===== src/rtl/ccip_avmm_mmio_bridge.sv =====
// MMIO command to Avalon-MM master bridge: one-slot command hold register, in-order
// read tracking FIFO, tid-tagged responses and head-of-line read timeout recovery.
module ccip_avmm_mmio_bridge #(
   parameter int ADDR_WIDTH         = 18,
   parameter int TID_WIDTH          = 9,
   parameter int MAX_RD_OUTSTANDING = 4,
   parameter int RD_TIMEOUT_CYCLES  = 512
) (
   input  logic                  clk_i,
   input  logic                  reset_i,
   input  logic                  cmd_valid_i,
   output logic                  cmd_ready_o,
   input  logic                  cmd_is_read_i,
   input  logic                  cmd_is_32bit_i,
   input  logic [ADDR_WIDTH-1:0] cmd_addr_i,
   input  logic [63:0]           cmd_wdata_i,
   input  logic [TID_WIDTH-1:0]  cmd_tid_i,
   output logic [ADDR_WIDTH-1:0] avm_address_o,
   output logic                  avm_read_o,
   output logic                  avm_write_o,
   output logic [63:0]           avm_writedata_o,
   output logic [7:0]            avm_byteenable_o,
   input  logic                  avm_waitrequest_i,
   input  logic [63:0]           avm_readdata_i,
   input  logic                  avm_readdatavalid_i,
   output logic                  rsp_valid_o,
   output logic [TID_WIDTH-1:0]  rsp_tid_o,
   output logic [63:0]           rsp_data_o,
   input  logic                  err_clear_i,
   output logic                  err_timeout_o
);

   localparam int PW = (MAX_RD_OUTSTANDING > 1) ? $clog2(MAX_RD_OUTSTANDING) : 1;
   localparam int CW = $clog2(MAX_RD_OUTSTANDING + 1);
   localparam int TW = (RD_TIMEOUT_CYCLES > 1) ? $clog2(RD_TIMEOUT_CYCLES) : 1;
   localparam int EW = TID_WIDTH + 2;
   localparam logic [TW-1:0] TO_LAST = TW'((RD_TIMEOUT_CYCLES > 0) ? RD_TIMEOUT_CYCLES - 1 : 0);
   localparam logic [PW-1:0] PTR_LAST = PW'(MAX_RD_OUTSTANDING - 1);
   localparam logic [CW-1:0] CNT_MAX = CW'(MAX_RD_OUTSTANDING);

   logic                  avm_read_q, avm_read_d;
   logic                  avm_write_q, avm_write_d;
   logic [ADDR_WIDTH-1:0] addr_q, addr_d;
   logic [63:0]           wdata_q, wdata_d;
   logic [7:0]            be_q, be_d;

   logic [EW-1:0]         fifo_q [MAX_RD_OUTSTANDING];
   logic [PW-1:0]         wr_ptr_q, wr_ptr_d;
   logic [PW-1:0]         rd_ptr_q, rd_ptr_d;
   logic [CW-1:0]         rd_count_q, rd_count_d;
   logic [7:0]            drop_q, drop_d;
   logic [TW-1:0]         to_cnt_q, to_cnt_d;

   logic                  rsp_valid_q, rsp_valid_d;
   logic [TID_WIDTH-1:0]  rsp_tid_q, rsp_tid_d;
   logic [63:0]           rsp_data_q, rsp_data_d;
   logic                  err_q, err_d;

   logic                  accept, push, fifo_empty, rdv_pop, drop_dec, to_fire, pop;
   logic [EW-1:0]         head;
   logic                  head_is32, head_a2;
   logic [TID_WIDTH-1:0]  head_tid;
   logic                  unused_addr_bits;

   assign unused_addr_bits = ^cmd_addr_i[1:0];

   function automatic logic [PW-1:0] ptr_inc(input logic [PW-1:0] p);
      return (p == PTR_LAST) ? '0 : p + PW'(1);
   endfunction

   // The hold slot frees up in the same cycle the slave takes the current command.
   assign cmd_ready_o = (!(avm_read_q || avm_write_q) || !avm_waitrequest_i) &&
                        (rd_count_q < CNT_MAX);
   assign accept      = cmd_valid_i && cmd_ready_o;
   assign push        = accept && cmd_is_read_i;
   assign fifo_empty  = (rd_count_q == '0);
   assign head        = fifo_q[rd_ptr_q];
   assign head_tid    = head[EW-1:2];
   assign head_is32   = head[1];
   assign head_a2     = head[0];
   assign drop_dec    = avm_readdatavalid_i && (drop_q != 8'd0);
   assign rdv_pop     = avm_readdatavalid_i && (drop_q == 8'd0) && !fifo_empty;
   assign to_fire     = (RD_TIMEOUT_CYCLES > 0) && !fifo_empty &&
                        (to_cnt_q == TO_LAST) && !avm_readdatavalid_i;
   assign pop         = rdv_pop || to_fire;

   always_comb begin
      avm_read_d  = avm_read_q;
      avm_write_d = avm_write_q;
      addr_d      = addr_q;
      wdata_d     = wdata_q;
      be_d        = be_q;
      if (!avm_waitrequest_i) begin
         avm_read_d  = 1'b0;
         avm_write_d = 1'b0;
      end
      if (accept) begin
         avm_read_d  = cmd_is_read_i;
         avm_write_d = !cmd_is_read_i;
         addr_d      = {cmd_addr_i[ADDR_WIDTH-1:3], 3'b000};
         if (cmd_is_32bit_i) begin
            wdata_d = {cmd_wdata_i[31:0], cmd_wdata_i[31:0]};
            be_d    = cmd_addr_i[2] ? 8'hF0 : 8'h0F;
         end else begin
            wdata_d = cmd_wdata_i;
            be_d    = 8'hFF;
         end
      end
   end

   always_comb begin
      wr_ptr_d   = push ? ptr_inc(wr_ptr_q) : wr_ptr_q;
      rd_ptr_d   = pop  ? ptr_inc(rd_ptr_q) : rd_ptr_q;
      rd_count_d = rd_count_q;
      if (push && !pop)      rd_count_d = rd_count_q + CW'(1);
      else if (pop && !push) rd_count_d = rd_count_q - CW'(1);

      drop_d = drop_q;
      if (to_fire && (drop_q != 8'hFF)) drop_d = drop_q + 8'd1;
      else if (drop_dec)                drop_d = drop_q - 8'd1;

      to_cnt_d = to_cnt_q;
      if (fifo_empty || pop)        to_cnt_d = '0;
      else if (to_cnt_q != TO_LAST) to_cnt_d = to_cnt_q + TW'(1);

      rsp_valid_d = pop;
      rsp_tid_d   = rsp_tid_q;
      rsp_data_d  = rsp_data_q;
      if (pop) begin
         rsp_tid_d = head_tid;
         if (to_fire)        rsp_data_d = 64'hFFFF_FFFF_FFFF_FFFF;
         else if (head_is32) rsp_data_d = {32'h0, head_a2 ? avm_readdata_i[63:32] : avm_readdata_i[31:0]};
         else                rsp_data_d = avm_readdata_i;
      end

      // A timeout in the same cycle as a clear leaves the error set.
      err_d = err_q;
      if (to_fire)          err_d = 1'b1;
      else if (err_clear_i) err_d = 1'b0;
   end

   always_ff @(posedge clk_i) begin
      if (reset_i) begin
         avm_read_q  <= 1'b0;
         avm_write_q <= 1'b0;
         addr_q      <= '0;
         wdata_q     <= '0;
         be_q        <= '0;
         wr_ptr_q    <= '0;
         rd_ptr_q    <= '0;
         rd_count_q  <= '0;
         drop_q      <= '0;
         to_cnt_q    <= '0;
         rsp_valid_q <= 1'b0;
         rsp_tid_q   <= '0;
         rsp_data_q  <= '0;
         err_q       <= 1'b0;
      end else begin
         avm_read_q  <= avm_read_d;
         avm_write_q <= avm_write_d;
         addr_q      <= addr_d;
         wdata_q     <= wdata_d;
         be_q        <= be_d;
         wr_ptr_q    <= wr_ptr_d;
         rd_ptr_q    <= rd_ptr_d;
         rd_count_q  <= rd_count_d;
         drop_q      <= drop_d;
         to_cnt_q    <= to_cnt_d;
         rsp_valid_q <= rsp_valid_d;
         rsp_tid_q   <= rsp_tid_d;
         rsp_data_q  <= rsp_data_d;
         err_q       <= err_d;
      end
   end

   // Entry storage needs no reset: the occupancy count gates every read of it.
   always_ff @(posedge clk_i) begin
      if (push) fifo_q[wr_ptr_q] <= {cmd_tid_i, cmd_is_32bit_i, cmd_addr_i[2]};
   end

   assign avm_address_o    = addr_q;
   assign avm_read_o       = avm_read_q;
   assign avm_write_o      = avm_write_q;
   assign avm_writedata_o  = wdata_q;
   assign avm_byteenable_o = be_q;
   assign rsp_valid_o      = rsp_valid_q;
   assign rsp_tid_o        = rsp_tid_q;
   assign rsp_data_o       = rsp_data_q;
   assign err_timeout_o    = err_q;

endmodule

===== config.mk =====
export PLATFORM = sky130hd
export DESIGN_NAME = ccip_avmm_mmio_bridge
export DESIGN_NICKNAME = d
export VERILOG_FILES = /design/src/rtl/ccip_avmm_mmio_bridge.sv
export SDC_FILE = /design/constraint.sdc
export NUM_CORES = 1
export LEC_CHECK = 0
export BUFFER_PORTS_ARGS = -buffer_cell sky130_fd_sc_hd__buf_2
export CAP_MARGIN = 30
export CELL_PAD_IN_SITES_DETAIL_PLACEMENT = 0
export CELL_PAD_IN_SITES_GLOBAL_PLACEMENT = 2
export CORE_AREA = 4 4 251 155
export CTS_CLUSTER_DIAMETER = 150
export DETAILED_ROUTE_END_ITERATION = 10
export DIE_AREA = 0 0 255 159
export PLACE_DENSITY = 0.81
export SLEW_MARGIN = 20
export SYNTH_ARGS = -nofsm -noshare
export SYNTH_HDL_FRONTEND = slang
export SYNTH_SLANG_ARGS = --single-unit

===== constraint.sdc =====
create_clock -name clk_i -period 2.8 [get_ports clk_i]
set_input_delay 0.28 -clock clk_i [delete_from_list [all_inputs] [get_ports clk_i]]
set_output_delay 0.28 -clock clk_i [all_outputs]
set_load 0.01 [all_outputs]

==> run summary <==
# IOs = 331
final net count = 1,568
Leak Pwr = 5.749 nW
DR vias = 8,669
Crit Path Class = flip-flop to flip-flop
Final Non-Filler Cells = 1,881
Die Y = 159 um
Worst-Margin Slew = 675.9 ps
GRT Total Usage = 14.59%
final wirelength = 31.40 mm
final hold viol count = 0
status = completed
Worst Path Required = 3220 ps
CTS tree = done
Area Overhead vs Synth = 43.25%
Buf/Inv on CP = 0
DR DRC count = 0
Worst Min Path Start = avm_waitrequest_i
Final min period = 2669 ps
pwr/cell area = 805.1 nW/um^2
final count of pins violating max slew = 0
sequential area share after synthesis = 53.11%
HP Class = primary input to flip-flop
n_diodes = 0
routability cong. = 0.7647
Final HPWL DP = 21.26 mm
grt ovf = 0
ys async rst share = 0%
r2r startpoint = to_cnt_q[3]
Hold Crit Endpoint = avm_read_o
post-synthesis cell count = 984
Cell Chain, Critical Path = and3_4 > nand3_2 > nor2_2 > ha_2 > and2b_2 > o211ai_4 > ha_1 > o21ai_0 > a21o_1 > a211oi_1 > a21oi_1 > mux2_2
Slew headroom = 54.94%
First-pass DRT Iterations = 5
crit path max fanout = 5
Placed Instances = 1,729
clock transition at the registers of the reported paths = 60 ps
DIE AREA = 40,550 sq um
core box area = 36,210 sq um
critical path's top delay family = compound AO/OA/AOI/OAI gates
CP Capture Type = flip-flop
Hold Path Depth = 3
max cap viols = 0
post-DR wirelength/cell = 16.69 um
layout cells sized above 1 = 32.10%
crit path DAT = 3090 ps
row cnt = 54
slack of the worst reg-to-reg path = 130 ps
Clock Skew = 21.51 ps
Vias/cell = 4.609
Finish-stage setup viols = 0
Reg area = 5011 sq um
reg2reg path depth = 12
Longest Clk Path Bufs = 3
vias in the first global route = 8,721
CP peak stage delay = 370 ps
Fillers = 3,727
Fmax achieved = 0.3746 GHz
count of different cell masters after synthesis = 51
slowest stage cell, crit path = ha_1
maximum vdd ir drop = 443.6 uV
DRT antenna net count = 0
FF+latch count, synth = 228
area of the multi-input gates = 4064 sq um
Final period util = 95.33%
Critical Path Source Type = flip-flop
Port Buf Inserts = 325
Netlist Area Pre-Place = 9423 sq um
commonest register cell after synthesis = dfxtp_1
largest net degree at the start of global routing = 68
Ys Warns = 0
Power, Total = 10.87 mW
worst skew pair latency = 550 ps
die width = 255 um
drt first-iter violations = 533
total CTS buffers = 25
unrepaired setup endpoints after global routing = true
Hold WS = 30.81 ps
Mapped Avg Cell Area = 9.576 sq um
initial antenna violation count = 0
# clock sinks = 228
setup TNS = 0 ps
first-pass GRT wire length = 48.59 mm
Reg2Reg Capture Point = drop_q[7]
Initial Utilization = 26.02%
EDFF count, synth = 44
H-tree depth = 1
root buffer cell = clkbuf_16
## timing repair
| item | in CTS | in global routing |
|---|---|---|
| resized for setup | 2 | 19 |
| gates cloned | 0 | 2 |
| endpoints found under the hold margin | 116 | 0 |
| pin swaps | 1 | 7 |
| setup endpoints to repair | 2 | 13 |
| hold buffers | 95 | 0 |
| setup buffers | 3 | 8 |
## state kept, by name, indices dropped and copies added, names as in the netlist, 3 cells and up, named ones only
| name | count |
|---|---|
| rsp_tid_o | 9 |
| rd_count_q | 3 |
| rsp_data_o | 64 |
| to_cnt_q | 9 |
| avm_address_o | 15 |
| fifo_q | 44 |
| drop_q | 8 |
| avm_writedata_o | 64 |
## per-stage QoR
step | setup WS [ps] | util [%] | cell area, sq um
after floorplan | 5.583 | - | 9457
after global placement | 44.42 | 31.78 | 11510
after detailed placement | -32.98 | 31.78 | 11510
after CTS | 29.33 | 36.75 | 13310
after global routing | -14.43 | 37.27 | 13500
final | 130.6 | 37.27 | 13500
## power by group
| group | switching [mW] | internal [mW] |
|---|---|---|
| combinational | 1.92 | 1.44 |
| sequential | 0.320 | 3.85 |
| clock | 1.40 | 1.93 |
| total | 3.64 | 7.23 |
## layout make-up
type                            count  share of cell area (%)
Sequential cell                   228                   37.12
Multi-Input combinational cell    662                   30.11
Timing Repair Buffer              460                   21.94
Clock buffer                       31                   5.098
Tap cell                          476                   4.412
Clock inverter                     13                   1.010
Inverter                           11                  0.3059
## tightest hold or removal path: stages
cell     delay (ps)
buf_2           110
nand2_1          60
a21oi_1          60
## worst max path at each step
stage | startpoint | to | slack, ps | depth (start not counted)
after floorplan | to_cnt_q[3] | rd_count_q[2] | 6 | 16
after global placement | to_cnt_q[2] | drop_q[6] | 40 | 12
after detailed placement | to_cnt_q[2] | drop_q[6] | -30 | 12
after CTS | to_cnt_q[2] | drop_q[6] | 30 | 12
after global routing | to_cnt_q[3] | drop_q[7] | -10 | 12
final | to_cnt_q[3] | drop_q[7] | 130 | 12
## cells in the mapped netlist (3+ instances only)
| cell | n | area (sq um) |
|---|---|---|
| clkbuf_1 | 42 | 157.7 |
| buf_4 | 12 | 90.09 |
| o21ai_0 | 4 | 20.02 |
| a311oi_1 | 31 | 271.5 |
| a311oi_2 | 4 | 60.06 |
| nand3_1 | 38 | 190.2 |
| ha_1 | 15 | 187.7 |
| or3_1 | 4 | 25.02 |
| nor3_1 | 34 | 170.2 |
| nor2b_1 | 5 | 31.28 |
| xnor2_1 | 4 | 35.03 |
| xor2_1 | 8 | 70.07 |
| a211oi_1 | 35 | 262.8 |
| mux4_2 | 10 | 225.2 |
| mux2i_1 | 37 | 370.4 |
| dfxtp_1 | 184 | 3684 |
| inv_1 | 10 | 37.54 |
| a31oi_1 | 33 | 206.5 |
| buf_2 | 27 | 135.1 |
| nand2b_1 | 4 | 25.02 |
| edfxtp_1 | 44 | 1321 |
| a21oi_1 | 68 | 340.3 |
| buf_6 | 6 | 67.56 |
| nor2_1 | 59 | 221.5 |
| and3_1 | 5 | 31.28 |
| nand4_1 | 3 | 18.77 |
| nand2_1 | 228 | 855.8 |
## layout by cell type (no fill, tap or decap), types with 5 or more instances in the layout
master | netlist | routed
inv_1 | 10 | 10
mux2i_1 | 37 | 37
xor2_1 | 8 | 8
dfxtp_1 | 184 | 181
a31oi_1 | 33 | 32
ha_1 | 15 | 10
buf_4 | 12 | 32
clkinvlp_4 | 0 | 6
clkbuf_16 | 0 | 25
dlygate4sd3_1 | 0 | 95
nand3_1 | 38 | 37
a211oi_1 | 35 | 34
nand2_1 | 228 | 227
nor2_1 | 59 | 58
buf_12 | 0 | 5
buf_2 | 27 | 324
nor3_1 | 34 | 34
mux4_2 | 10 | 10
a21oi_1 | 68 | 67
edfxtp_1 | 44 | 44
a311oi_1 | 31 | 31
## logic make-up after synthesis
family | synth area share, %
XOR/XNOR | 1.115
AO/OA/AOI/OAI | 13.69
multiplexers | 6.599
flip-flops | 53.11
adder cells (fa/ha/maj) | 2.417
AND/OR/NAND/NOR | 17.81
other | 0.03980
buffers and inverters | 5.218
## per-layer routing
| metal | global-route usage (%) | vias up | share of wire [%] |
|---|---|---|---|
| met5 | 0 | - | 0 |
| met4 | 3.419 | 0 | 2.3 |
| met3 | 3.069 | 51 | 5.4 |
| met2 | 23.40 | 221 | 46 |
| met1 | 20.25 | 4118 | 46 |
| li1 | - | 4279 | - |
Note: power is estimated with default switching activity, not from simulation.
